<file path="config.mk">
export PLATFORM = sky130hd
export DESIGN_NAME = pmp_check_arbiter
export DESIGN_NICKNAME = d
export VERILOG_FILES = /design/src/rtl/pmp_check_arbiter.sv
export SDC_FILE = /design/constraint.sdc
export NUM_CORES = 1
export LEC_CHECK = 0
export BUFFER_PORTS_ARGS = -buffer_cell sky130_fd_sc_hd__buf_2
export CORE_UTILIZATION = 45
export DETAILED_ROUTE_END_ITERATION = 8
export PLACE_DENSITY_LB_ADDON = 0.2
export SETUP_SLACK_MARGIN = 0.4
export SKIP_CTS_REPAIR_TIMING = 1
export SLEW_MARGIN = 5
export SYNTH_ARGS = -nofsm -noshare
export SYNTH_HDL_FRONTEND = slang
export SYNTH_SLANG_ARGS = --single-unit
</file>
<file path="constraint.sdc">
create_clock -name clock -period 2.4 [get_ports clock]
set_input_delay 0.36 -clock clock [delete_from_list [all_inputs] [get_ports clock]]
set_output_delay 0.36 -clock clock [all_outputs]
set_load 0.1 [all_outputs]
</file>
<file path="src/rtl/pmp_check_arbiter.sv">
// Round-robin arbiter sharing one PMP/PMA checker between fetch and load/store.
// Latency: accept N -> chk_* valid N+1 -> rsp_valid N+2, plus one cycle per cfg_busy cycle in CHECK.
// Backpressure: one transaction in flight; requests wait (req_ready low) until the response handshake completes.
module pmp_check_arbiter (
    input  logic        clock,
    input  logic        reset_n,
    input  logic        if_req_valid,
    output logic        if_req_ready,
    input  logic [31:0] if_req_addr,
    input  logic [1:0]  if_req_cmd,
    input  logic [1:0]  if_req_size,
    input  logic [1:0]  if_req_priv,
    input  logic        ls_req_valid,
    output logic        ls_req_ready,
    input  logic [31:0] ls_req_addr,
    input  logic [1:0]  ls_req_cmd,
    input  logic [1:0]  ls_req_size,
    input  logic [1:0]  ls_req_priv,
    output logic [31:0] chk_addr,
    output logic [1:0]  chk_cmd,
    output logic [1:0]  chk_priv,
    input  logic        chk_fault,
    input  logic        cfg_busy,
    output logic        if_rsp_valid,
    input  logic        if_rsp_ready,
    output logic        ls_rsp_valid,
    input  logic        ls_rsp_ready,
    output logic        rsp_fault,
    output logic [7:0]  fault_count,
    input  logic        fault_count_clr
);

    typedef struct packed {
        logic [31:0] addr;
        logic [1:0]  cmd;
        logic [1:0]  size;
        logic [1:0]  priv;
    } req_t;

    typedef enum logic [1:0] {IDLE, CHECK, RESP} state_t;

    state_t state, state_nxt;
    req_t   if_req, ls_req, sel_req;
    logic   gnt_ls, gnt_any, accept;
    logic   sel_misalign, misalign;
    logic   owner, last_grant;       // 0 = fetch, 1 = load/store
    logic   sample, handshake;

    assign if_req = '{addr: if_req_addr, cmd: if_req_cmd, size: if_req_size, priv: if_req_priv};
    assign ls_req = '{addr: ls_req_addr, cmd: ls_req_cmd, size: ls_req_size, priv: ls_req_priv};

    // Arbitration: a lone requester wins; on a tie the port not granted last time wins.
    always_comb begin
        gnt_any = if_req_valid | ls_req_valid;
        gnt_ls  = ls_req_valid & (~if_req_valid | ~last_grant);
        sel_req = gnt_ls ? ls_req : if_req;
        accept  = reset_n & (state == IDLE) & ~cfg_busy & gnt_any;
        if_req_ready = accept & ~gnt_ls;
        ls_req_ready = accept & gnt_ls;
    end

    // Alignment and reserved-encoding faults are decided locally, not by the checker.
    always_comb begin
        sel_misalign = 1'b0;
        if (sel_req.cmd == 2'd3 || sel_req.size == 2'd3)
            sel_misalign = 1'b1;
        else if (sel_req.size == 2'd1)
            sel_misalign = sel_req.addr[0];
        else if (sel_req.size == 2'd2)
            sel_misalign = (sel_req.addr[1:0] != 2'b00);
    end

    // Next-state and response handshake decode.
    always_comb begin
        state_nxt    = state;
        sample       = 1'b0;
        handshake    = 1'b0;
        if_rsp_valid = 1'b0;
        ls_rsp_valid = 1'b0;
        case (state)
            IDLE: begin
                if (accept)
                    state_nxt = CHECK;
            end
            CHECK: begin
                // Checker output is untrustworthy while the PMP CSRs are being written.
                if (!cfg_busy) begin
                    sample    = 1'b1;
                    state_nxt = RESP;
                end
            end
            RESP: begin
                if_rsp_valid = ~owner;
                ls_rsp_valid = owner;
                handshake    = owner ? ls_rsp_ready : if_rsp_ready;
                if (handshake)
                    state_nxt = IDLE;
            end
            default: state_nxt = IDLE;
        endcase
    end

    // State register.
    always_ff @(posedge clock or negedge reset_n) begin
        if (!reset_n)
            state <= IDLE;
        else
            state <= state_nxt;
    end

    // Checker request capture on accept and verdict capture when sampled.
    always_ff @(posedge clock or negedge reset_n) begin
        if (!reset_n) begin
            chk_addr   <= 32'd0;
            chk_cmd    <= 2'd0;
            chk_priv   <= 2'd0;
            misalign   <= 1'b0;
            owner      <= 1'b0;
            last_grant <= 1'b1;
            rsp_fault  <= 1'b0;
        end else begin
            if (accept) begin
                chk_addr   <= sel_req.addr;
                chk_cmd    <= sel_req.cmd;
                chk_priv   <= sel_req.priv;
                misalign   <= sel_misalign;
                owner      <= gnt_ls;
                last_grant <= gnt_ls;
            end
            if (sample)
                rsp_fault <= chk_fault | misalign;
        end
    end

    // Saturating count of faulting responses actually delivered; clear wins.
    always_ff @(posedge clock or negedge reset_n) begin
        if (!reset_n)
            fault_count <= 8'd0;
        else if (fault_count_clr)
            fault_count <= 8'd0;
        else if (handshake && rsp_fault && fault_count != 8'hFF)
            fault_count <= fault_count + 8'd1;
    end

endmodule

</file>
# == Yosys cells after proc, flatten, opt, wreduce, memory -nomap -nowiden ==
# Index checks and enable logic that the tools add are counted.
# Widths: inputs -> output; s select.
# word_totals
ff_bits,50
output_inout_bits,49
wordCells,57
input_bits,85
# op_classes
bitwise_logic,14
eq_ne,10
n_reduce_logical,7
n_mux,16
n_addsub,1
# op_table
cell,count
$mux 38,1
$mux 8,2
$mux 1,9
$add 8x1->8 const B,1
$eq 2x2->1 const B,4
$ne 8x8->1 const B,1
$and 1x1->1,6
$mux 2,3
$ne 2x2->1 const B,3
$pmux 2 s3,1
$not 1->1,5
$eq 2x1->1 const B,2
$reduce_bool 2->1,2
$or 1x1->1,3
$reduce_and 3->1,1
$logic_and 1x1->1,2
$logic_not 2->1,1
$logic_or 1x1->1,1

# == Depth between registers and ports, before layout ==
# Gate-level depths: netlist of run 1.
# logic_depth
depth_word,8
ltp_mapped,6
depth_no_buf,5

# == Least setup slack after synthesis of run 1 ==
# OpenSTA, ideal clock, no wires.
# synth_timing
path_kind,register to output
startpoint,reg state[0]
endpoint,out if_rsp_valid
t_arrival_ps,2675
slack_ps,-635
path_stages_with_launch,2
cell_sequence,dfrtp_1 -> nor3b_1
# synth_between
elab_chain_cells,2
# synth_rtl
element,line_no,text
"start, declared",42,"state_t state, state_nxt;"
"start signal, assigned",108,state <= state_nxt;
$eq 2x2->1,80,case (state)
$mux 1,80,
"end, declared",24,"output logic if_rsp_valid,"
# No other way between the ends.

# == Final worst setup path of run 1 ==
# layout_timing
startpoint,reg state[1]
endpoint,out if_req_ready
# layout_between
elab_chain_cells,5
# layout_rtl
element,line_no,text
$logic_not 2->1,57,accept = reset_n & (state == IDLE) & ~cfg_busy & gnt_any;
$and 1x1->1 (3 in a row),57,
$and 1x1->1,58,if_req_ready = accept & ~gnt_ls;
"end, declared",8,"output logic if_req_ready,"
# No other way between the ends.

==> summary.md, run 1 <==
| Metric | Value |
|---|---|
| Status | finished, final reports clean |
| Via count of the routed design | 2229 |
| Worst slew pin tran | 0.6289 ns |
| CTS clk-pin slew, worst paths | 0.08 ns |
| Slew headroom | 0.5687 |
| Worst path max stage delay | 0.44 ns |
| Critical R2R Launch | fault_count[0]$_DFFE_PN0P_ |
| First-pass GRT wire length | between 9000 and 10000 µm |
| Sequential area share after synthesis | 0.5071 |
| Synth-to-Final Area Change | 35.46% |
| Post-route clock skew | 0.01046 ns |
| Starting Density | 0.4745 |
| Final GP Congestion | about 0.76 |
| Netlist Area Pre-Place | 0.002470 mm² |
| Initial DRT Pass Iterations | 4 |
| Vias/cell | ~5.3 |
| Fin nets | 432 |
| Max-cap violations | 0 |
| Final wirelength | between 6000 and 7000 µm |
| HP Class | in -> async |
| Gr usage total | 0.2126 |
| Async set-reset flop share out of synthesis | 1.000 |
| Clock buffer count from CTS | 5 |
| Synth Warn # | 0 |
| Per-cell routed wire length | approximately 15 µm |
| Post-DP HPWL | about 4400 µm |
| Clk Latency, worst-skew pair | 0.30 ns |
| Core ar. | 0.005205 mm² |
| Die height | about 76 µm |
| Syn_nets | 292 |
| CP max-delay cell | dfrtp_2 |
| CP endpoint kind | primary output |
| Clock Path Buffers | 2 |
| Number of flops mapped to enable cells by yosys | 0 |
| Post-layout util | 0.6428 |
| Crit path max fanout | 7 |
| WS Path Type | reg -> out |
| Die Wd | 76.09 µm |
| CTS sink count | 50 |
| Final hold vios | 0 |
| Ports | 134 |
| Vias in the first global route | about 2200 |
| Die area | 0.005789 mm² |
| CP cell instances | nor4b_4 > buf_4 > o21ai_4 > nor2_4 > buf_12 |
| Ys flop type | dfrtp_1 |
| Number of diodes | 0 |
| GR Overflow Total | 0 |
| Worst hold slack | 0.1837 ns |
| Fmax | between 0.4 and 0.5 GHz |
| Post-route insts no fill | 417 |
| CTS tree | built |
| Final slew viol count | 0 |
| Delay-heaviest family, CP | simple AND/OR/NAND/NOR gates |
| DRT iter0 DRCs | 65 |
| Initial antenna violation count | 0 |
| Register bit count reported by yosys | 50 |
| Root Buffer | clkbuf_8 |
| Post-Synthesis Cells | 206 |
| # port buffers | around 130 |
| Placed cells | 403 |
| Fillers | 428 |
| Synth unique cells | roughly 50 |
| Worst r2r path cells | 5 |
| Num rows | 26 |
| Remaining routing DRC violations | 0 |
| Fraction of layout cells with a size suffix above 1 | 0.5159 |
| CP Launch Type | flip-flop |
| Syn_area_per_cell | 11.99 µm² |
| Largest net degree at the start of global routing | 51 |
| Fin crit share | 0.8561 |
| Antenna-violating nets left | 0 |
| TNS Setup | 0 ns |
| CP Data Arrival Time | 1.69 ns |
| # H-tree levels | 2 |
| RR Endpoint | fault_count[6]$_DFFE_PN0P_ |
| RSZ-0062 raised after global routing | yes |
| Final setup violation count | 0 |
| R2r setup slk | 0.51 ns |
| Minimum clock period | 2.055 ns |
| CP bufs+invs | 2 |
| CP Data Required Time | 2.04 ns |
[worst max path at each step]
stage	startpoint	endpoint	depth (start not counted)
after floorplan	fault_count[7]$_DFFE_PN0P_	fault_count[6]$_DFFE_PN0P_	4
after global placement	fault_count[0]$_DFFE_PN0P_	fault_count[6]$_DFFE_PN0P_	5
after detailed placement	fault_count[0]$_DFFE_PN0P_	fault_count[6]$_DFFE_PN0P_	5
after CTS	state[0]$_DFFE_PN0P_	if_req_ready	5
after global routing	state[1]$_DFFE_PN0P_	if_req_ready	5
final	state[1]$_DFFE_PN0P_	if_req_ready	5
[sequential cells by signal, summed over array words and instances, names as in the netlist]
register	count
last_grant	1
fault_count	8
rsp_fault	1
chk_priv	2
state	2
chk_cmd	2
chk_addr	32
owner	1
misalign	1
[final cells by class]
cell class	instances	area (µm²)	area share
tap	70	87.58	0.02618
clock inverter	1	5.005	0.001496
inverter	3	11.26	0.003366
timing repair buffer	144	790.8	0.2363
multi-input combinational	142	1097	0.3280
sequential	50	1267	0.3788
clock buffer	7	86.33	0.02580
[through the flow]
stage	setup slack (ns)	area, µm²
floorplan	0.4187	2494
global placement	0.5172	3198
detailed placement	0.5039	3198
CTS	0.2241	3289
global route	0.2868	3346
finish	0.3454	3346
[cell usage after synthesis, drive strengths merged (4+ instances only)]
| cell | count | share of area |
|---|---|---|
| dfrtp | 49 | 0.50 |
| a21o | 34 | 0.10 |
| a22o | 32 | 0.12 |
| nand2 | 8 | 0.012 |
| nor2 | 12 | 0.021 |
| mux2i | 4 | 0.016 |
| a21oi | 5 | 0.010 |
| o21a | 4 | 0.012 |
| o21ai | 5 | 0.015 |
| buf | 11 | 0.052 |
[kinds of logic (layout without fill, tap and decap cells)]
group,Yosys count,in the layout,share of synthesized area
XOR/XNOR,1,1,0.003547
adder cells (fa/ha/maj),1,1,0.005065
multiplexers,5,5,0.02077
AO/OA/AOI/OAI,94,94,0.3065
buffers and inverters,14,155,0.05673
AND/OR/NAND/NOR,41,41,0.1003
flip-flops,50,50,0.5071
[per-layer routing]
metal  global-route usage  wire [µm]  vias up
met5                    0          0        -
met4              0.08846         97        0
met3              0.04671        322       11
met2               0.3627       3097       84
met1               0.2608       2698     1080
li1                     -          -     1054
[layout by cell type, fill, tap and decap left out, types with 6 or more instances in the layout]
master	instances
a21o_1	32
a22o_1	27
dfrtp_2	6
clkbuf_8	6
nor2_1	11
buf_4	10
dfrtp_1	41
buf_2	131
nand2_1	8
Power of run 1 is left out: the tool's default activity adds up to more than one toggle a clock period on the data nets, which glitch-free logic cannot reach.
==> inputs of run 2 (changes only) <==
--- a/config.mk
+++ b/config.mk
@@ -7,6 +7,7 @@
 export LEC_CHECK = 0
 export BUFFER_PORTS_ARGS = -buffer_cell sky130_fd_sc_hd__buf_2
 export CORE_UTILIZATION = 45
+export CTS_BUF_LIST = sky130_fd_sc_hd__clkbuf_16
 export DETAILED_ROUTE_END_ITERATION = 8
 export PLACE_DENSITY_LB_ADDON = 0.2
 export SETUP_SLACK_MARGIN = 0.4
==> run 2 against run 1 <==
  * Clock-buffer cell count is 2 lower
  * Register-to-register slack got worse by 0.03 ns
  * Sequential share of layout area fell by 0.43 points
  * Highest routed layer unchanged
  * Clock skew down 0.0058 ns
  * Worst setup slack improved by 0.019 ns
  * Critical path depth is the same
  * Utilization rose by 0.75 points
  * Design area is 1.2% higher
  * First-iteration DRC count did not move
==> summary.md, run 2 (synthesized netlist as in run 1, its figures left out) <==
| Metric | Value |
|---|---|
| Antenna-violating nets left | 0 (unchanged) |
| Final worst-path setup slack | 0.3648 ns (+0.01945 ns) |
| # port buffers | 133 (unchanged) |
| Clock Path Buffers | 2 (unchanged) |
| Initial antenna violation count | 0 (unchanged) |
| CTS clk-pin slew, worst paths | 0.06 ns (-0.02 ns) |
| Register area | 0.001267 mm² (unchanged) |
| Final GP Congestion | 0.7594 (unchanged) |
| Minimum clock period | 2.035 ns (-0.01945 ns) |
| Final slew viol count | 0 (unchanged) |
| CP max-delay cell | dfrtp_2 |
| Fraction of layout cells with a size suffix above 1 | 0.5130 (-0.002882) |
| HP Class | in -> async |
| R2r setup slk | 0.48 ns (-0.03 ns) |
| RSZ-0062 raised after global routing | yes |
| First-pass GRT wire length | 9880 µm (+1.1%) |
| CP Launch Type | flip-flop |
| CTS sink count | 50 (unchanged) |
| Remaining routing DRC violations | 0 (unchanged) |
| CTS tree | built |
| Core ar. | 0.005205 mm² (unchanged) |
| Top flop regs | chk_addr x32, fault_count x8 |
| GR Overflow Total | 0 (unchanged) |
| Ports | 134 (unchanged) |
| Per-cell routed wire length | 14.93 µm (+0.16%) |
| # H-tree levels | 2 (unchanged) |
| Crit path max fanout | 7 (unchanged) |
| Clk Latency, worst-skew pair | 0.29 ns (about the same) |
| TNS Setup | 0 ns (unchanged) |
| Via count of the routed design | 2235 (+0.27%) |
| Die Wd | 76.09 µm (unchanged) |
| Number of flip-flops in the largest register | 32 (unchanged) |
| Worst slew pin tran | 0.6327 ns (+0.003805 ns) |
| Post-route clock skew | 0.004712 ns (-0.005753 ns) |
| Critical R2R Launch | fault_count[0]$_DFFE_PN0P_ |
| Starting Density | 0.4745 (unchanged) |
| Largest register by flop count | chk_addr |
| Vias in the first global route | 2222 (+1.4%) |
| Max-cap violations | 0 (unchanged) |
| Worst hold slack | 0.1961 ns (+0.01241 ns) |
| Number of diodes | 0 (unchanged) |
| Final wirelength | 6226 µm (+0.16%) |
| CP Data Required Time | 2.04 ns (about the same) |
| Final setup violation count | 0 (unchanged) |
| Worst r2r path cells | 5 (unchanged) |
| Area of the multi-input gates | 0.001090 mm² (-0.68%) |
| CP endpoint kind | primary output |
| Commonest non-fill, non-tap cell in the layout | buf_2 |
| Final hold vios | 0 (unchanged) |
| Critical path origin | state[1]$_DFFE_PN0P_ |
| Fin crit share | 0.8480 (-0.008105) |
| Status | finished, final reports clean |
| Gr usage total | 0.2145 (+0.001822) |
| Post-layout util | 0.6502 (+0.007452) |
| Root Buffer | clkbuf_16 |
| Most frequent cells in the layout | buf_2 (131), dfrtp_1 (41), a21o_1 (32) |
| Largest net degree at the start of global routing | 51 (unchanged) |
| Fin nets | 432 (unchanged) |
| Die height | 76.09 µm (unchanged) |
| Fillers | 425 (-0.70%) |
| WS Path Type | reg -> out |
| Synth-to-Final Area Change | 37.03% |
| Vias/cell | 5.360 (+0.27%) |
| Fmax | 0.4914 GHz (+0.96%) |
| Initial DRT Pass Iterations | 4 (unchanged) |
| CP Data Arrival Time | 1.68 ns (about the same) |
| CP cell instances | nor4b_4 > buf_4 > o21ai_4 > nor2_4 > buf_12 |
| Post-DP HPWL | 4417 µm (unchanged) |
| Num rows | 26 (unchanged) |
| Die area | 0.005789 mm² (unchanged) |
| RR Endpoint | fault_count[6]$_DFFE_PN0P_ |
| Setup crit end | if_req_ready |
| Clock buffer count from CTS | 5 (unchanged) |
| Slew headroom | 0.5782 (+0.009457) |
| Pre-CTS setup slack | 0.5039 ns (unchanged) |
| Worst path max stage delay | 0.44 ns (about the same) |
| DRT iter0 DRCs | 65 (unchanged) |
run 2: cell count changes in the layout (fill, tap and decap cells not counted), sizes merged:
cell	previous run	this run
clkinv	1	2
inv	3	4
clkbuf	7	5
run 2: worst max-delay path: cells and delay by family, from the launching register on:
kind / cells / cell delay, ns
compound gates: 1 / 0.07
buf+inv: 2 / 0.39
flops: 1 / 0.44
simple gates: 2 / 0.49
run 2: stage by stage:
step / std cells / instance area (µm²)
after global routing: 417 / 3385
after global placement: 403 / 3198
after detailed placement: 403 / 3198
final: 417 / 3385
after CTS: 411 / 3336
after floorplan: 206 / 2494
run 2: how the worst min path moves through the flow:
stage | startpoint | to | depth (start not counted)
6_report | reset_n | misalign$_DFFE_PN0P_ | 2
5_1_grt | reset_n | chk_cmd[1]$_DFFE_PN0P_ | 2
4_1_cts | reset_n | chk_cmd[1]$_DFFE_PN0P_ | 2
3_5_place_dp | misalign$_DFFE_PN0P_ | misalign$_DFFE_PN0P_ | 1
3_3_place_gp | misalign$_DFFE_PN0P_ | misalign$_DFFE_PN0P_ | 1
2_1_floorplan | reset_n | chk_addr[0]$_DFFE_PN0P_ | 0
run 2: metal layers:
| layer | GRT usage | vias to the layer above | part of all wire |
|---|---|---|---|
| met2 | 0.3727 | 81 | 0.49 |
| met3 | 0.05150 | 11 | 0.052 |
| met5 | 0 | - | 0 |
| li1 | - | 1054 | - |
| met4 | 0.08846 | 0 | 0.018 |
| met1 | 0.2545 | 1089 | 0.44 |
run 2: layout make-up:
class,instances,share of cell area
multi-input combinational,142,0.3220
timing repair buffer,144,0.2336
inverter,3,0.003327
tap,70,0.02588
clock buffer,5,0.03697
clock inverter,3,0.003697
sequential,50,0.3745
Power of run 2 is left out for the same reason.
